===== src/rtl/uart_receiver_if.sv =====
// Bundle between the BTINT serial receiver and its neighbours: the serial
// line coming in and the captured parallel word going out.
// master: drives the serial line and consumes the word.
// slave : the receiver itself.
interface uart_receiver_if #(
  parameter int NUM_DIGITS = 3
);
  logic                      line;
  logic [8*NUM_DIGITS-1:0]   btint_a;
  logic [8*NUM_DIGITS-1:0]   btint_b;
  logic                      valid;
  logic                      frame_error;

  modport master (
    output line,
    input  btint_a,
    input  btint_b,
    input  valid,
    input  frame_error
  );

  modport slave (
    input  line,
    output btint_a,
    output btint_b,
    output valid,
    output frame_error
  );
endinterface


===== src/rtl/uart_receiver.sv =====
// BTINT digit-link receiver. Each digit travels as two frames (low nibble
// then high nibble) of start + 8 interleaved a/b bits + stop bits; digits
// arrive most significant first and a complete word is presented with a
// one-cycle valid pulse.
// Optional feature macro: UART_RECEIVER_FRAME_ERROR_EN
//   defined   -> low stop bit sets a sticky frame_error, drops the partial
//                word and waits for one full high bit-time before re-arming.
//   undefined -> stop-bit values are ignored and frame_error is tied low.
// All state changes happen at the last cycle of a bit-time, so the next
// start bit is seen by IDLE in the very first cycle it is on the line.
module uart_receiver #(
  parameter int CLKS_PER_BIT  = 1,
  parameter int NUM_STOP_BITS = 2,
  parameter int NUM_DIGITS    = 3
) (
  input  logic          uart_receiver_clock,
  input  logic          uart_receiver_reset,
  uart_receiver_if.slave bus
);

  localparam int W     = 8 * NUM_DIGITS;
  localparam int HALF  = CLKS_PER_BIT / 2;
  localparam int CNT_W = (CLKS_PER_BIT > 1) ? $clog2(CLKS_PER_BIT) : 1;
  localparam int DIG_W = (NUM_DIGITS > 1) ? $clog2(NUM_DIGITS) : 1;
  localparam int BIT_W = ($clog2(NUM_STOP_BITS) > 3) ? $clog2(NUM_STOP_BITS) : 3;

  localparam logic [CNT_W-1:0] CNT_HALF      = CNT_W'(HALF);
  localparam logic [CNT_W-1:0] CNT_LAST      = CNT_W'(CLKS_PER_BIT - 1);
  localparam logic [BIT_W-1:0] BIT_LAST_DATA = BIT_W'(7);
  localparam logic [BIT_W-1:0] BIT_LAST_STOP = BIT_W'(NUM_STOP_BITS - 1);
  localparam logic [DIG_W-1:0] DIG_LAST      = DIG_W'(NUM_DIGITS - 1);

  typedef enum logic [2:0] {
    IDLE,
    START,
    DATA,
    STOP,
    RECOVER
  } state_t;

  state_t           state_reg, state_next;
  logic [CNT_W-1:0] cnt_reg, cnt_next;        // cycle within the current bit-time
  logic [BIT_W-1:0] bit_reg, bit_next;        // data or stop bit index
  logic             frame_reg, frame_next;    // 0: low nibble, 1: high nibble
  logic [DIG_W-1:0] digit_reg, digit_next;    // digit within the word, MSD = 0
  logic [7:0]       shadow_a_reg, shadow_a_next;
  logic [7:0]       shadow_b_reg, shadow_b_next;
  logic [W-1:0]     out_a_reg, out_b_reg;
  logic             valid_reg;
  logic [W-1:0]     word_a_full, word_b_full;
  logic             complete_frame;
  logic             slot_load;
  logic             word_done;
  logic             at_sample;
  logic             at_end;

`ifdef UART_RECEIVER_FRAME_ERROR_EN
  logic             stop_bad_reg, stop_bad_next;
  logic             ferr_reg, ferr_next;
  logic             stop_low;
`endif

  assign at_sample = (cnt_reg == CNT_HALF);
  assign at_end    = (cnt_reg == CNT_LAST);

  // Next-state, bit sampling and frame/digit bookkeeping.
  always_comb begin
    state_next     = state_reg;
    cnt_next       = cnt_reg;
    bit_next       = bit_reg;
    frame_next     = frame_reg;
    digit_next     = digit_reg;
    shadow_a_next  = shadow_a_reg;
    shadow_b_next  = shadow_b_reg;
    complete_frame = 1'b0;
    slot_load      = 1'b0;
    word_done      = 1'b0;
`ifdef UART_RECEIVER_FRAME_ERROR_EN
    stop_bad_next  = stop_bad_reg;
    ferr_next      = ferr_reg;
    stop_low       = 1'b0;
`endif

    case (state_reg)
      IDLE: begin
        cnt_next = '0;
        bit_next = '0;
`ifdef UART_RECEIVER_FRAME_ERROR_EN
        stop_bad_next = 1'b0;
`endif
        // This cycle is already the first cycle of the start bit; with a
        // single-cycle bit it is also the start-bit sample point.
        if (!bus.line) begin
          if (CLKS_PER_BIT == 1) begin
            state_next = DATA;
          end else begin
            state_next = START;
            cnt_next   = CNT_W'(1);
          end
        end
      end

      START: begin
        if (at_sample && bus.line) begin
          // Line went back high before mid-bit: treat as a glitch.
          state_next = IDLE;
          cnt_next   = '0;
        end else if (at_end) begin
          state_next = DATA;
          cnt_next   = '0;
        end else begin
          cnt_next = cnt_reg + 1'b1;
        end
      end

      DATA: begin
        if (at_sample) begin
          if (!bit_reg[0]) begin
            shadow_a_next = {bus.line, shadow_a_reg[7:1]};
          end else begin
            shadow_b_next = {bus.line, shadow_b_reg[7:1]};
          end
        end
        if (at_end) begin
          cnt_next = '0;
          if (bit_reg == BIT_LAST_DATA) begin
            state_next = STOP;
            bit_next   = '0;
          end else begin
            bit_next = bit_reg + 1'b1;
          end
        end else begin
          cnt_next = cnt_reg + 1'b1;
        end
      end

      STOP: begin
`ifdef UART_RECEIVER_FRAME_ERROR_EN
        stop_low = at_sample && !bus.line;
        if (stop_low) begin
          stop_bad_next = 1'b1;
        end
`endif
        if (at_end) begin
          cnt_next = '0;
          if (bit_reg != BIT_LAST_STOP) begin
            bit_next = bit_reg + 1'b1;
          end else begin
            state_next = IDLE;
            bit_next   = '0;
`ifdef UART_RECEIVER_FRAME_ERROR_EN
            if (stop_bad_reg || stop_low) begin
              ferr_next  = 1'b1;
              frame_next = 1'b0;
              digit_next = '0;
              state_next = RECOVER;
            end else begin
              complete_frame = 1'b1;
            end
`else
            complete_frame = 1'b1;
`endif
          end
        end else begin
          cnt_next = cnt_reg + 1'b1;
        end
      end

      RECOVER: begin
        // Re-arm only after a full bit-time of continuous high line.
        if (!bus.line) begin
          cnt_next = '0;
        end else if (at_end) begin
          state_next = IDLE;
          cnt_next   = '0;
        end else begin
          cnt_next = cnt_reg + 1'b1;
        end
      end

      default: begin
        state_next = IDLE;
        cnt_next   = '0;
      end
    endcase

    if (complete_frame) begin
      if (!frame_reg) begin
        frame_next = 1'b1;
      end else begin
        frame_next = 1'b0;
        slot_load  = 1'b1;
        if (digit_reg == DIG_LAST) begin
          digit_next = '0;
          word_done  = 1'b1;
        end else begin
          digit_next = digit_reg + 1'b1;
        end
      end
    end
  end

  // FSM state, counters and shift registers.
  always_ff @(posedge uart_receiver_clock) begin
    if (uart_receiver_reset) begin
      state_reg    <= IDLE;
      cnt_reg      <= '0;
      bit_reg      <= '0;
      frame_reg    <= 1'b0;
      digit_reg    <= '0;
      shadow_a_reg <= '0;
      shadow_b_reg <= '0;
    end else begin
      state_reg    <= state_next;
      cnt_reg      <= cnt_next;
      bit_reg      <= bit_next;
      frame_reg    <= frame_next;
      digit_reg    <= digit_next;
      shadow_a_reg <= shadow_a_next;
      shadow_b_reg <= shadow_b_next;
    end
  end

  // Completed digits park in per-slot holding registers. The last digit is
  // never parked: it goes from the shadow registers straight to the output.
  genvar gi;
  generate
    for (gi = 0; gi < NUM_DIGITS; gi++) begin : g_slot
      if (gi == 0) begin : g_last
        assign word_a_full[7:0] = shadow_a_reg;
        assign word_b_full[7:0] = shadow_b_reg;
      end else begin : g_held
        logic [7:0] held_a_reg;
        logic [7:0] held_b_reg;

        // Capture this slot when its digit finishes its second frame.
        always_ff @(posedge uart_receiver_clock) begin
          if (uart_receiver_reset) begin
            held_a_reg <= '0;
            held_b_reg <= '0;
          end else if (slot_load && (digit_reg == DIG_W'(NUM_DIGITS - 1 - gi))) begin
            held_a_reg <= shadow_a_reg;
            held_b_reg <= shadow_b_reg;
          end
        end

        assign word_a_full[8*gi +: 8] = held_a_reg;
        assign word_b_full[8*gi +: 8] = held_b_reg;
      end
    end
  endgenerate

  // Output word and valid pulse change only when a whole word completes.
  always_ff @(posedge uart_receiver_clock) begin
    if (uart_receiver_reset) begin
      out_a_reg <= '0;
      out_b_reg <= '0;
      valid_reg <= 1'b0;
    end else begin
      valid_reg <= word_done;
      if (word_done) begin
        out_a_reg <= word_a_full;
        out_b_reg <= word_b_full;
      end
    end
  end

`ifdef UART_RECEIVER_FRAME_ERROR_EN
  // Sticky framing-error flag and per-frame bad-stop-bit tracker.
  always_ff @(posedge uart_receiver_clock) begin
    if (uart_receiver_reset) begin
      ferr_reg     <= 1'b0;
      stop_bad_reg <= 1'b0;
    end else begin
      ferr_reg     <= ferr_next;
      stop_bad_reg <= stop_bad_next;
    end
  end

  assign bus.frame_error = ferr_reg;
`else
  assign bus.frame_error = 1'b0;
`endif

  assign bus.btint_a = out_a_reg;
  assign bus.btint_b = out_b_reg;
  assign bus.valid   = valid_reg;

endmodule

===== src/flat_wrapper.sv =====
// flat-port wrapper written by rule: the top's interface ports become plain ports
module uart_receiver_flat 
#(
  parameter int CLKS_PER_BIT  = 1,
  parameter int NUM_STOP_BITS = 2,
  parameter int NUM_DIGITS    = 3
)
  (uart_receiver_clock, uart_receiver_reset, bus_line, bus_btint_a, bus_btint_b, bus_valid, bus_frame_error);
  uart_receiver_if #(.NUM_DIGITS(NUM_DIGITS)) bus_i ();
  input  logic uart_receiver_clock;
  input  logic uart_receiver_reset;
  input wire logic [$bits(bus_i.line)-1:0] bus_line;
  output wire logic [$bits(bus_i.btint_a)-1:0] bus_btint_a;
  output wire logic [$bits(bus_i.btint_b)-1:0] bus_btint_b;
  output wire logic [$bits(bus_i.valid)-1:0] bus_valid;
  output wire logic [$bits(bus_i.frame_error)-1:0] bus_frame_error;
  assign bus_i.line = bus_line;
  assign bus_btint_a = bus_i.btint_a;
  assign bus_btint_b = bus_i.btint_b;
  assign bus_valid = bus_i.valid;
  assign bus_frame_error = bus_i.frame_error;
  uart_receiver #(.CLKS_PER_BIT(CLKS_PER_BIT), .NUM_STOP_BITS(NUM_STOP_BITS), .NUM_DIGITS(NUM_DIGITS)) u_core (.uart_receiver_clock(uart_receiver_clock), .uart_receiver_reset(uart_receiver_reset), .bus(bus_i));
endmodule

===== config.mk =====
export PLATFORM = sky130hd
export DESIGN_NAME = uart_receiver_flat
export DESIGN_NICKNAME = d
export VERILOG_FILES = /design/src/rtl/uart_receiver_if.sv /design/src/rtl/uart_receiver.sv /design/src/flat_wrapper.sv
export SDC_FILE = /design/constraint.sdc
export NUM_CORES = 1
export LEC_CHECK = 0
export CAP_MARGIN = 10
export CORE_MARGIN = 3
export CORE_UTILIZATION = 45
export CTS_CLUSTER_DIAMETER = 60
export DETAILED_ROUTE_END_ITERATION = 6
export DONT_BUFFER_PORTS = 1
export PLACE_DENSITY = 0.67
export SYNTH_ARGS = -nofsm -noshare
export SYNTH_HDL_FRONTEND = slang
export SYNTH_SLANG_ARGS = --single-unit

===== constraint.sdc =====
create_clock -name uart_receiver_clock -period 1.6 [get_ports uart_receiver_clock]
set_clock_uncertainty 0.1 [all_clocks]
set_input_delay 0.4 -clock uart_receiver_clock [delete_from_list [all_inputs] [get_ports uart_receiver_clock]]
set_output_delay 0.4 -clock uart_receiver_clock [all_outputs]
set_load 0.01 [all_outputs]

After elaboration in Yosys (flattened, before gate mapping):

Index checks and enable logic that the tools add are counted.

* word-level logic and storage cells: 76
* register bits: 107
* input port bits: 3
* output and inout bits: 50

* bitwise gates (word level): 2
* reductions and logical operators: 12
* equal/unequal tests: 16
* mux-type cells: 29
* add/subtract/negate cells: 3

Operator list (count)
* 3-bit 2-to-1 mux: 13
* 3-bit one-hot mux with 5 select lines: 1
* 1-bit 2-to-1 mux: 12
* 2-bit inequality test (second input constant): 6
* 3-bit one-hot mux with 3 select lines: 1
* 3-bit AND reduction: 3
* 8-bit AND reduction: 1
* 3-bit by 2-bit == test with 1-bit output (second input constant): 2
* 3-bit == test (second input constant): 2
* 3-bit by 1-bit adder with 3-bit output (second input constant): 1
* 3-bit by 1-bit == test with 1-bit output (second input constant): 1
* 1-bit logical AND: 3
* 3-bit zero test: 1
* 3-bit by 1-bit inequality test with 1-bit output (second input constant): 1
* 3-bit inequality test (second input constant): 1
* 1-bit one-hot mux with 3 select lines: 1
* 3-bit nonzero test: 1
* 2-bit by 1-bit adder with 2-bit output (second input constant): 1
* 2-bit by 1-bit == test with 1-bit output (second input constant): 1
* 2-bit == test (second input constant): 1
* 2-bit zero test: 1
* 2-bit 2-to-1 mux: 1
* 2-bit by 1-bit inequality test with 1-bit output (second input constant): 1
* 1-bit NOT: 2
* 3 further kinds: 3

Logic depth before layout (Yosys ltp):

Gate-level depths: netlist (run 1).

* depth after elaboration: 6
* depth in mapped cells: 7
* gate-level depth less buffers: 5

Least setup slack after synthesis (run 1):

No wires, ideal clock.

* path type: register to register
* start: register u_core.bit_reg[0]
* end: register u_core.out_a_reg[0] (netlist: u_core.bus.btint_a[0])
* library setup time: 72 ps
* data required time: 1428 ps
* slack: -123 ps
* stages on the path, launching flop included: 7
* arrival: 1552 ps
* path buffers: 2
* clock period less this slack: 1723 ps
* path through: dfxtp_1 > ha_1 > nand4b_4 > nor4b_2 > buf_6 > buf_12 > mux2i_1

* cells in the longest elaborated chain, start to end: 5

Ends and longest elaborated chain
* start, declared: RTL line uart_receiver.sv:43 `logic [BIT_W-1:0] bit_reg, bit_next;`
* start signal, assigned: RTL line uart_receiver.sv:216 `bit_reg <= bit_next;`
* 3-bit by 1-bit inequality test with 1-bit output: RTL line uart_receiver.sv:146 `if (bit_reg != BIT_LAST_STOP) begin`
* 1-bit 2-to-1 mux: RTL line uart_receiver.sv:146
* 1-bit 2-to-1 mux: RTL line uart_receiver.sv:144 `if (at_end) begin`
* 1-bit 2-to-1 mux: RTL line uart_receiver.sv:84 `case (state_reg)`
* 1-bit 2-to-1 mux: RTL line uart_receiver.sv:187 `if (complete_frame) begin`
* end signal, assigned: RTL line uart_receiver.sv:262 `out_a_reg <= word_a_full;`
* end, declared: RTL line uart_receiver.sv:48 `logic [W-1:0] out_a_reg, out_b_reg;`

No other way between the ends.
A chain may end at the register's enable or synchronous reset.

Worst setup path after layout (run 1):

* start: register u_core.bit_reg[1]
* end: register u_core.out_b_reg[7] (netlist: u_core.bus.btint_b[7])

* cells in the longest elaborated chain, start to end: 5

Ends and longest elaborated chain
* 3-bit by 1-bit inequality test with 1-bit output: RTL line uart_receiver.sv:146
* 1-bit 2-to-1 mux: RTL line uart_receiver.sv:146
* 1-bit 2-to-1 mux: RTL line uart_receiver.sv:144
* 1-bit 2-to-1 mux: RTL line uart_receiver.sv:84
* 1-bit 2-to-1 mux: RTL line uart_receiver.sv:187
* end signal, assigned: RTL line uart_receiver.sv:263 `out_b_reg <= word_b_full;`
* end, declared: RTL line uart_receiver.sv:48

No other way between the ends.

==> metrics.yaml, run 1 <==
gp_congestion: 0.699
netlist_instances: 390
synth.distinct_cells: 34
routed_wl_mm: 7.99
p_sw_mw: 0.928
cts_root_buf: "clkbuf_8"
synth_area_leader_cell: "dfxtp_1"
violations: "setup timing"
cts_tree: "built"
io_pins: 53
ff2ff_setup_slack_ps: -100
syn-num-nets: 397
cts_sinks: 105
synth_top_area_share_pct: 49.0
reg2reg_depth: 7
rsz0062_at_grt: "true"
hpwl_mm: 5.08
crit_chain: "inv_2, ha_4, nand4b_4, nor4b_4, buf_4, clkbuf_16, mux2i_1"
die_h_um: 104
antenna_found_initial: 0
worst-path-max-fanout: 7
synth_area_leaders: "dfxtp_1, mux2i_1, nand2b_1"
ir_worst_vdd_v: 0.000426
drive_above_1_share_pct: 13.2
internal_power_mw: 3.63
setup_ws_ps: -99.8
drt_iter0_markers: 126
drv_slew: 0
period_needed_ps: 1700
finalSetupViolCount: 52
highest_layer: "met4"
grt_max_degree: 103
insertion_delay_ps: 360
placementRows: 34
clockBufferDepth: 2
drt-met1-wl_mm: 3.92
async_reset_ff_share_pct: 0
power_density_mw_per_mm2: 942
synth-edff-count: 0
num-fill-cells: 803
port_buffers: 0
fin_area_mm2: 0.00484
cts_made_buffers: 9
slowest_stage: "dfxtp_2"
design.die.area_mm2: 0.0107
cp-start-kind: "flop"
crit_path_max_incr_delay_ps: 330
vias: 2627
syn-cell-area_mm2: 0.00429
drc: 0
p_clk_share_pct: 39.4
slew-limit-headroom_pct: 59.5
r2r_start: "u_core.bit_reg[1]"
required_ps: 1780
core_area_mm2: 0.00898
startpoint: "u_core.bit_reg[1]"
synth-seq-area-share_pct: 49.0
endpoint: "u_core.bus.btint_b[7]"
status: "finished, violations left"
ant_nets: 0
hold_viol: 0
power.leakage_nw: 1.80
synthMostInstantiatedCell: "dfxtp_1"
cp.arrival_ps: 1880
grt_pass1_wl_mm: 13.2
seqPwrFrac_pct: 57.6
avgViaCountPerCell: 4.92
clk_pin_slew_ps: 90
critPathKind: "reg2reg"
htree_levels: 3
fmax_mhz: 588
gr-total-overflow: 0
tightestPinTransition_ps: 605
comb_power_share_pct: 2.9
reg2reg_to: "u_core.bus.btint_b[7]"
first_global_vias: 2538
antennaDiodeCount: 0
grt_usage_pct: 15.1
placedInstanceArea_mm2: 0.00442
crit_path_end_kind: "flop"
syn_to_final_growth_pct: 12.9
avgSynthCellArea_um2: 11.0
fin_util_pct: 53.9
ys_ff_latch: 105
drt_pass1_iterations: 4
avgRoutedWirePerCell_um: 15.0
wl_met3_um: 430
synth_common_cells: "dfxtp_1, nand2b_1, mux2i_1, nor2_1, clkbuf_1"
switching_share_pct: 20.3
hold_class: "in2reg"
drv_cap: 0
min_period_over_period_pct: 106
wl_met2_mm: 3.55
yosys_warnings: 0
final_nets: 410
initial_utilization_pct: 47.8
die_x_um: 104
synth_top_flop_cell: "dfxtp_1"
worst max-delay path, delay by kind of cell (launching register included):
kind	cells	cell delay, ps
multiplexers	1	200
AND/OR/NAND/NOR	2	430
buffers and inverters	3	420
adder cells (fa/ha/maj)	1	140
flip-flops	1	330
placed cells by master (no fill, tap or decap), drive strengths merged:
master and n:
bufinv 2, dlygate4sd3 5, a21oi 7, and4b 1, ha 4, nand2b 97, nor3b 2, nor3 3
a31oi 1, a2111oi 1, nor2 20, clkinv 1, nand3b 1, mux2i 96, nor2b 1, a21o 1
nand3 2, and3 1, nor4b 3, nand4b 3, dfxtp 105, mux2 1, conb 1, o21ai 3
clkinvlp 1, clkbuf 13, inv 6, buf 23, nand2 3
how the worst min path moves through the flow:
stage | startpoint | end | slack (ps) | depth (start not counted)
finish | bus_line | u_core.shadow_b_reg[7] | 90 | 2
global route | bus_line | u_core.shadow_b_reg[7] | 110 | 2
CTS | uart_receiver_reset | u_core.shadow_a_reg[0] | 2 | 1
detailed placement | u_core.g_slot[1].g_held.held_a_reg[0] | u_core.g_slot[1].g_held.held_a_reg[0] | 380 | 2
global placement | u_core.g_slot[1].g_held.held_a_reg[4] | u_core.g_slot[1].g_held.held_a_reg[4] | 370 | 2
floorplan | u_core.g_slot[1].g_held.held_a_reg[1] | u_core.g_slot[1].g_held.held_a_reg[1] | 360 | 2
through the flow:
stage,cells,power [mW],hold slack (ps),TNS (ps),worst slack (ps)
after global routing,534,4.74,108,-8560,-186
after detailed placement,507,2.79,376,-3840,-125
after floorplan,390,2.80,358,0,13.8
final,534,4.56,93.9,-1980,-99.8
after CTS,530,4.60,2.04,-3280,-99.5
after global placement,507,2.79,370,-1390,-49.1
logic make-up after synthesis:
kind of cell,count (synthesis),share of synthesized area (%)
other,1,0.0875
AO/OA/AOI/OAI,13,1.69
multiplexers,97,22.7
flip-flops,105,49.0
AND/OR/NAND/NOR,137,20.2
adder cells (fa/ha/maj),4,1.17
buffers and inverters,33,5.19
area by class of cell:
cell class | count | area, µm² | area share (%)
sequential | 105 | 2100 | 43.5
tap | 126 | 158 | 3.26
inverter | 6 | 22.5 | 0.465
clock buffer | 12 | 145 | 3.00
clock inverter | 4 | 76.3 | 1.58
timing repair buffer | 29 | 312 | 6.44
multi-input combinational | 252 | 2020 | 41.8
power by group through the flow:
stage	clock network [mW]	logic, mW	registers [mW]
after floorplan	0	0.112	2.69
after CTS	1.85	0.120	2.63
final	1.80	0.134	2.63
after detailed placement	0	0.102	2.69
after global routing	1.96	0.144	2.63
after global placement	0	0.100	2.69
timing repair:
item | in CTS | in global routing
resized for setup | 15 | 7
hold buffers | 3 | 2
endpoints found under the hold margin | 16 | 1
cloned | 1 | 1
pin swaps | 3 | 2
buffers inserted | 3 | 1
endpoints found under the setup margin | 60 | 87
metal layers:
metal | up-vias | GRT usage (%)
met1 | 1245 | 21.0
met2 | 46 | 22.1
met5 | - | 0
met4 | 0 | 4.84
met3 | 7 | 5.04
li1 | 1329 | -
No activity file was read; power rests on OpenSTA's default activity.
==> run 2: changes to the inputs <==
--- a/config.mk
+++ b/config.mk
@@ -5,7 +5,6 @@
 export SDC_FILE = /design/constraint.sdc
 export NUM_CORES = 1
 export LEC_CHECK = 0
-export CAP_MARGIN = 10
 export CORE_MARGIN = 3
 export CORE_UTILIZATION = 45
 export CTS_CLUSTER_DIAMETER = 60
==> results of run 2 <==
Final layout, timing and power as in run 1 (identical DEF).
==> run 3: changes to the inputs <==
--- a/config.mk
+++ b/config.mk
@@ -6,11 +6,12 @@
 export NUM_CORES = 1
 export LEC_CHECK = 0
 export CORE_MARGIN = 3
-export CORE_UTILIZATION = 45
+export CORE_UTILIZATION = 50
 export CTS_CLUSTER_DIAMETER = 60
 export DETAILED_ROUTE_END_ITERATION = 6
 export DONT_BUFFER_PORTS = 1
-export PLACE_DENSITY = 0.67
+export GPL_TIMING_DRIVEN = 0
+export PLACE_DENSITY = 0.73
 export SYNTH_ARGS = -nofsm -noshare
 export SYNTH_HDL_FRONTEND = slang
 export SYNTH_SLANG_ARGS = --single-unit
==> run 3 against run 2 <==
The run still ends with setup timing left. Die area down 9.4%. Clock power fell by 9%. Global-route usage grew 3.4 points. Design area down 0.28%. Critical endpoint is now u_core.bus.btint_b[10]. Highest routed layer unchanged.
==> metrics.yaml, run 3 (synthesized netlist as in run 1, its figures left out) <==
status: "finished, violations left"
violations: "setup timing"
power_density_mw_per_mm2: 915  # -2.9%
required_ps: 1780  # about the same
tightestPinTransition_ps: 555  # -50.4 ps
ant_nets: 0  # unchanged
antenna_found_initial: 0  # unchanged
initial_utilization_pct: 51.9  # +4.2 points
io_pins: 53  # unchanged
drive_above_1_share_pct: 13.2  # -0.014 points
cts_root_buf: "clkbuf_8"
p_sw_mw: 0.966  # +4.1%
syn_to_final_growth_pct: 12.6
port_buffers: 0  # unchanged
setup_ws_ps: -120  # -20.3 ps
drv_cap: 0  # unchanged
fin_setup_tns_ps: -3710  # -1720 ps
gp_congestion: 0.861  # +23%
timing.hold.ws_ps: 89.9  # -4.03 ps
cp.arrival_ps: 1900  # +20 ps
avgViaCountPerCell: 5.20  # +5.6%
clockBufferDepth: 2  # unchanged
insertion_delay_ps: 350  # about the same
htree_levels: 3  # unchanged
vias: 2707  # +3.0%
grt_pass1_wl_mm: 14.2  # +7.9%
grt_usage_pct: 18.5  # +3.4 points
clk_pin_slew_ps: 100  # about the same
placementRows: 33  # -2.9%
final_common_cell: "dfxtp_1"
crit_path_max_incr_delay_ps: 530  # +200 ps
slowest_stage: "dfxtp_1"
finalSetupViolCount: 58  # +12%
die_x_um: 98.6  # -4.8%
cp-start-kind: "flop"
seqPwrFrac_pct: 59.5  # +1.9 points
fmax_mhz: 581  # -1.2%
worst-path-max-fanout: 10  # +3
drv_slew: 0  # unchanged
power.leakage_nw: 1.80  # about the same
crit_path_end_kind: "flop"
period_needed_ps: 1720  # +20.3 ps
critPathKind: "reg2reg"
cts_made_buffers: 9  # unchanged
die_h_um: 98.6  # -4.8%
core_area_mm2: 0.00826  # -8.0%
p_clk_share_pct: 36.9  # -2.5 points
ir_worst_vdd_v: 0.000434  # +1.9%
drc: 0  # unchanged
avgRoutedWirePerCell_um: 16.5  # +10%
hold_class: "in2reg"
slew-limit-headroom_pct: 63.0  # +3.5 points
gr-total-overflow: 0  # unchanged
final_nets: 420  # +2.4%
min_period_over_period_pct: 108  # +1.3 points
internal_power_mw: 3.45  # -5.0%
switching_share_pct: 21.9  # +1.5 points
routed_wl_mm: 8.60  # +7.5%
first_global_vias: 2724  # +7.3%
rsz0062_at_grt: "true"
crit_chain: "inv_2, nor4b_4, buf_6, buf_12, mux2i_2"
grt_max_degree: 17  # -83%
antennaDiodeCount: 0  # unchanged
drt_pass1_iterations: 4  # unchanged
design.die.area_mm2: 0.00972  # -9.4%
cts_hold_buffers: 0  # -3
cts_tree: "built"
layout_common_cells: "dfxtp_1, nand2b_1, mux2i_1"
drt_iter0_markers: 91  # -28%
hpwl_mm: 5.88  # +16%
hold_viol: 0  # unchanged
cts_sinks: 105  # unchanged
comb_power_share_pct: 3.6  # +0.7 points
[run 3: changes by cell type in the layout (fill, tap and decap cells not counted), sizes merged]
cell	previous run	this run
buf	23	25
clkbuf	13	24
bufinv	2	1
clkinv	1	0
inv	6	7
dlygate4sd3	5	0
clkinvlp	1	2
[run 3: final timing paths]
kind / start / end / slack (ps) / cells past startpoint
worst max-delay path: u_core.frame_reg / u_core.bus.btint_b[10] / -120 / 5
worst min-delay path: bus_line / u_core.shadow_b_reg[7] / 90 / 2
worst max register to register: u_core.frame_reg / u_core.bus.btint_b[10] / -120 / 5
worst min register to register: u_core.g_slot[2].g_held.held_b_reg[3] / u_core.bus.btint_b[19] / 390 / 2
[run 3: power by group through the flow]
stage / clock (mW) / sequential, mW / combinational [mW]
finish: 1.63 / 2.63 / 0.158
global route: 1.75 / 2.63 / 0.173
floorplan: 0 / 2.69 / 0.112
detailed placement: 0 / 2.69 / 0.143
CTS: 1.66 / 2.63 / 0.153
global placement: 0 / 2.69 / 0.140
[run 3: through the flow]
stage | area [µm²] | worst slack (ps) | std cells | total power, mW | utilization (%)
CTS | 4770 | -126 | 519 | 4.44 | 57.8
finish | 4830 | -120 | 521 | 4.42 | 58.5
floorplan | 4300 | 13.8 | 390 | 2.80 | -
detailed placement | 4430 | -219 | 495 | 2.84 | 53.7
global route | 4830 | -202 | 521 | 4.55 | 58.5
global placement | 4430 | -154 | 495 | 2.83 | 53.7
[run 3: cell type report]
type / count / area, µm²
tap: 105 / 131
fill: 707 / 3430
clock buffer: 10 / 138
multi-input combinational: 252 / 2030
timing repair buffer: 12 / 114
buffer: 27 / 228
inverter: 6 / 22.5
clock inverter: 4 / 53.8
sequential: 105 / 2110
[run 3: critical path, delay by kind of cell (launching register included)]
kind / cells / cell delay (ps)
flops: 1 / 530
buf+inv: 3 / 490
simple gates: 1 / 310
mux: 1 / 220
[run 3: what timing repair did]
item	in CTS	in global routing
pin swaps	1	3
gates resized for setup	15	10
cloned	2	0
setup endpoints to repair	80	89
buffers inserted	8	3
[run 3: layer usage]
metal  vias up  part of all wire, %  track usage [%]
met3        17                  4.1             3.75
met1      1298                   47             24.9
met5         -                    0                0
met4         0                  2.5             7.88
li1       1341                    -                -
met2        51                   47             29.1
==> RTL change, RTL diff (flow settings as in run 1) <==
Re-encode `state_t` (5 states) as one-hot, 5 bits wide.
--- a/src/rtl/uart_receiver.sv
+++ b/src/rtl/uart_receiver.sv
@@ -31,10 +31,10 @@
   localparam logic [DIG_W-1:0] DIG_LAST      = DIG_W'(NUM_DIGITS - 1);
 
-  typedef enum logic [2:0] {
-    IDLE,
-    START,
-    DATA,
-    STOP,
-    RECOVER
+  typedef enum logic [4:0] {
+    IDLE    = 5'b00001,
+    START   = 5'b00010,
+    DATA    = 5'b00100,
+    STOP    = 5'b01000,
+    RECOVER = 5'b10000
   } state_t;
 
Formal check against the unedited RTL: no difference found for any inputs over 10 cycles, from zero or initial values and one cycle with uart_receiver_reset high; not proved beyond that.
==> RTL change against run 1 <==
The run ends with hold timing, setup timing left; die area is 8.5% lower; synthesized area down 9.0%; non-clock buffer count is 7 higher; wire length increased by 12%; critical path depth grew 3; synthesized cell count up 18%; setup slack got worse by 0.13 ns; maximum frequency down 7.1%; highest routed layer unchanged; cell area is 4.9% lower; worst hold slack got worse by 0.11 ns; sequential cell count up 1; total power fell by 4.5%.
==> RTL change: results (changes against run 1) <==
- Worst EP arrival: 2.04 ns (was 1.88 ns)
- Max VDD drop: 0.000497 V (was 0.000426 V)
- Vias in the first global route: 3,017 (was 2,538)
- Port Buffers: 0 (unchanged)
- Largest net degree at the start of global routing: 107 (was 103)
- Warnings from Yosys: 0 (unchanged)
- HP Start: uart_receiver_reset (was bus_line)
- Async set-reset flop share out of synthesis: 0 (unchanged)
- Hold Violations, Final: 7 (was 0)
- Final setup viols: 83 (was 52)
- Tightest hold margin: -0.0176 ns (was 0.0939 ns)
- Routed len/inst: 15.3 um (was 15.0 um)
- CP startpoint kind: flop (unchanged)
- First-pass GRT wire length: 14,400 um (was 13,200 um)
- H-tree depth: 3 (unchanged)
- Hpwl dp: 5240 um (was 5080 um)
- Placed cell areas: 4090 um2 (was 4420 um2)
- Critical Path Fanout Max: 8 (was 7)
- 1st-pass router iterations: 4 (unchanged)
- Worst skew pair latency: 0.38 ns (was 0.36 ns)
- Top post-synthesis cells by count: nand2_1 (148), dfxtp_1 (106), a21oi_1 (75) (was dfxtp_1 (105), nand2b_1 (97), mux2i_1 (96))
- Root Buffer: clkbuf_8 (unchanged)
- Status: finished, violations left (unchanged)
- Worst Slack Setup Final: -0.231 ns (was -0.0998 ns)
- Violations in the final reports: hold timing, setup timing (was setup timing)
- Sequential-to-total area share from yosys stat: 0.544 (was 0.490)
- Min-Delay Path Class: in -> reg (unchanged)
- 1st-iter DRT viols: 180 (was 126)
- Antenna violations before repair: 0 (unchanged)
- CTS buffer count: 9 (unchanged)
- Mapped Nets: 467 (was 397)
- Ranking of synthesized cells by area: dfxtp_1 (54%), nand2_1 (14%), a21oi_1 (9.6%), mux2i_1 (6.2%), nor2_1 (3.2%) (was dfxtp_1 (49%), mux2i_1 (22%), nand2b_1 (14%), buf_12 (1.9%), nor2_1 (1.8%))
- Clock buffer depth: 2 (unchanged)
- Gpl congestion: 0.784 (was 0.699)
- Leak pwr: 0.00166 uW (was 0.00180 uW)
- Clock-pin slew on the worst setup and hold paths: 0.12 ns (was 0.09 ns)
- Fin nets: 482 (was 410)
- Vias per cell: 5.26 (was 4.92)
- Fraction of layout cells with a size suffix above 1: 0.173 (was 0.132)
- Netlist cell types: 42 (was 34)
- Most common cell in the netlist: nand2_1 (was dfxtp_1)
- N_diodes: 0 (unchanged)
- GRT Util Overall: 0.180 (was 0.151)
- R2R Path Start: u_core.bit_reg[1] (unchanged)
-- RTL change: changes by cell type after synthesis, sizes merged, moves of 10 or more --
cell / run 1 / this run
a21oi: 7 / 75
clkbuf: 13 / 23
mux2i: 96 / 24
nand2: 3 / 148
nand2b: 97 / 3
nor2: 20 / 33
-- RTL change: critical path: stages, from the launching register on --
cell,delay (ns)
dfxtp_2,0.35
inv_2,0.04
ha_4,0.15
buf_4,0.13
and3b_1,0.18
buf_4,0.13
nand4_1,0.12
buf_4,0.18
clkbuf_16,0.16
nand2_1,0.06
a21oi_1,0.16
-- RTL change: area by class of cell --
| cell class | instances | area [um2] |
|---|---|---|
| clock buffers | 9 | 124 |
| multi-input cells | 320 | 1750 |
| flip-flops and latches | 106 | 2130 |
| fillers | 751 | 3700 |
| repair buffers | 36 | 384 |
| inverters | 3 | 11.3 |
| clock inverters | 7 | 73.8 |
| well taps | 105 | 131 |
-- RTL change: what timing repair did --
| action | in CTS | in global routing |
|---|---|---|
| cloned | 3 | 2 |
| setup endpoints to repair | 84 | 103 |
| resized for setup | 29 | 16 |
| pin swaps | 9 | 12 |
| endpoints found under the hold margin | 95 | 100 |
| buffers inserted | 5 | 3 |
-- RTL change: report_power, final --
part / switching, uW / internal, uW
combinational: 36.3 / 36.8
clock: 1020 / 622
sequential: 4.23 / 2640
-- RTL change: final timing paths --
check	end	cells after the start
max	u_core.bus.btint_b[17]	10
min	u_core.bus.btint_a[0]	1
max reg2reg	u_core.bus.btint_b[17]	10
min reg2reg	u_core.g_slot[1].g_held.held_b_reg[2]	2
-- RTL change: through the flow --
stage	setup WS, ns	setup TNS (ns)	std cells	power (uW)
floorplan	-0.490	-14.28	461	2790
global placement	-0.239	-9.13	558	2760
detailed placement	-0.286	-12.26	558	2760
CTS	-0.159	-9.81	582	4380
global route	-0.322	-20.73	586	4520
finish	-0.231	-13.95	586	4360
-- RTL change: per-layer routing --
metal  up-vias  GRT usage  routed length (um)
met1      1463      0.230                4030
met3        14     0.0505                 380
met2        52      0.294                4360
met5         -          0                   0
li1       1552          -                   -
met4         0     0.0620                 193
-- RTL change: logic make-up after synthesis --
logic type	synth area share
fa+ha+maj	0.00963
compound gates	0.119
flops	0.544
simple gates	0.216
mux	0.0616
xor+xnor	0.00225
buf+inv	0.0462
other cells	0.000962
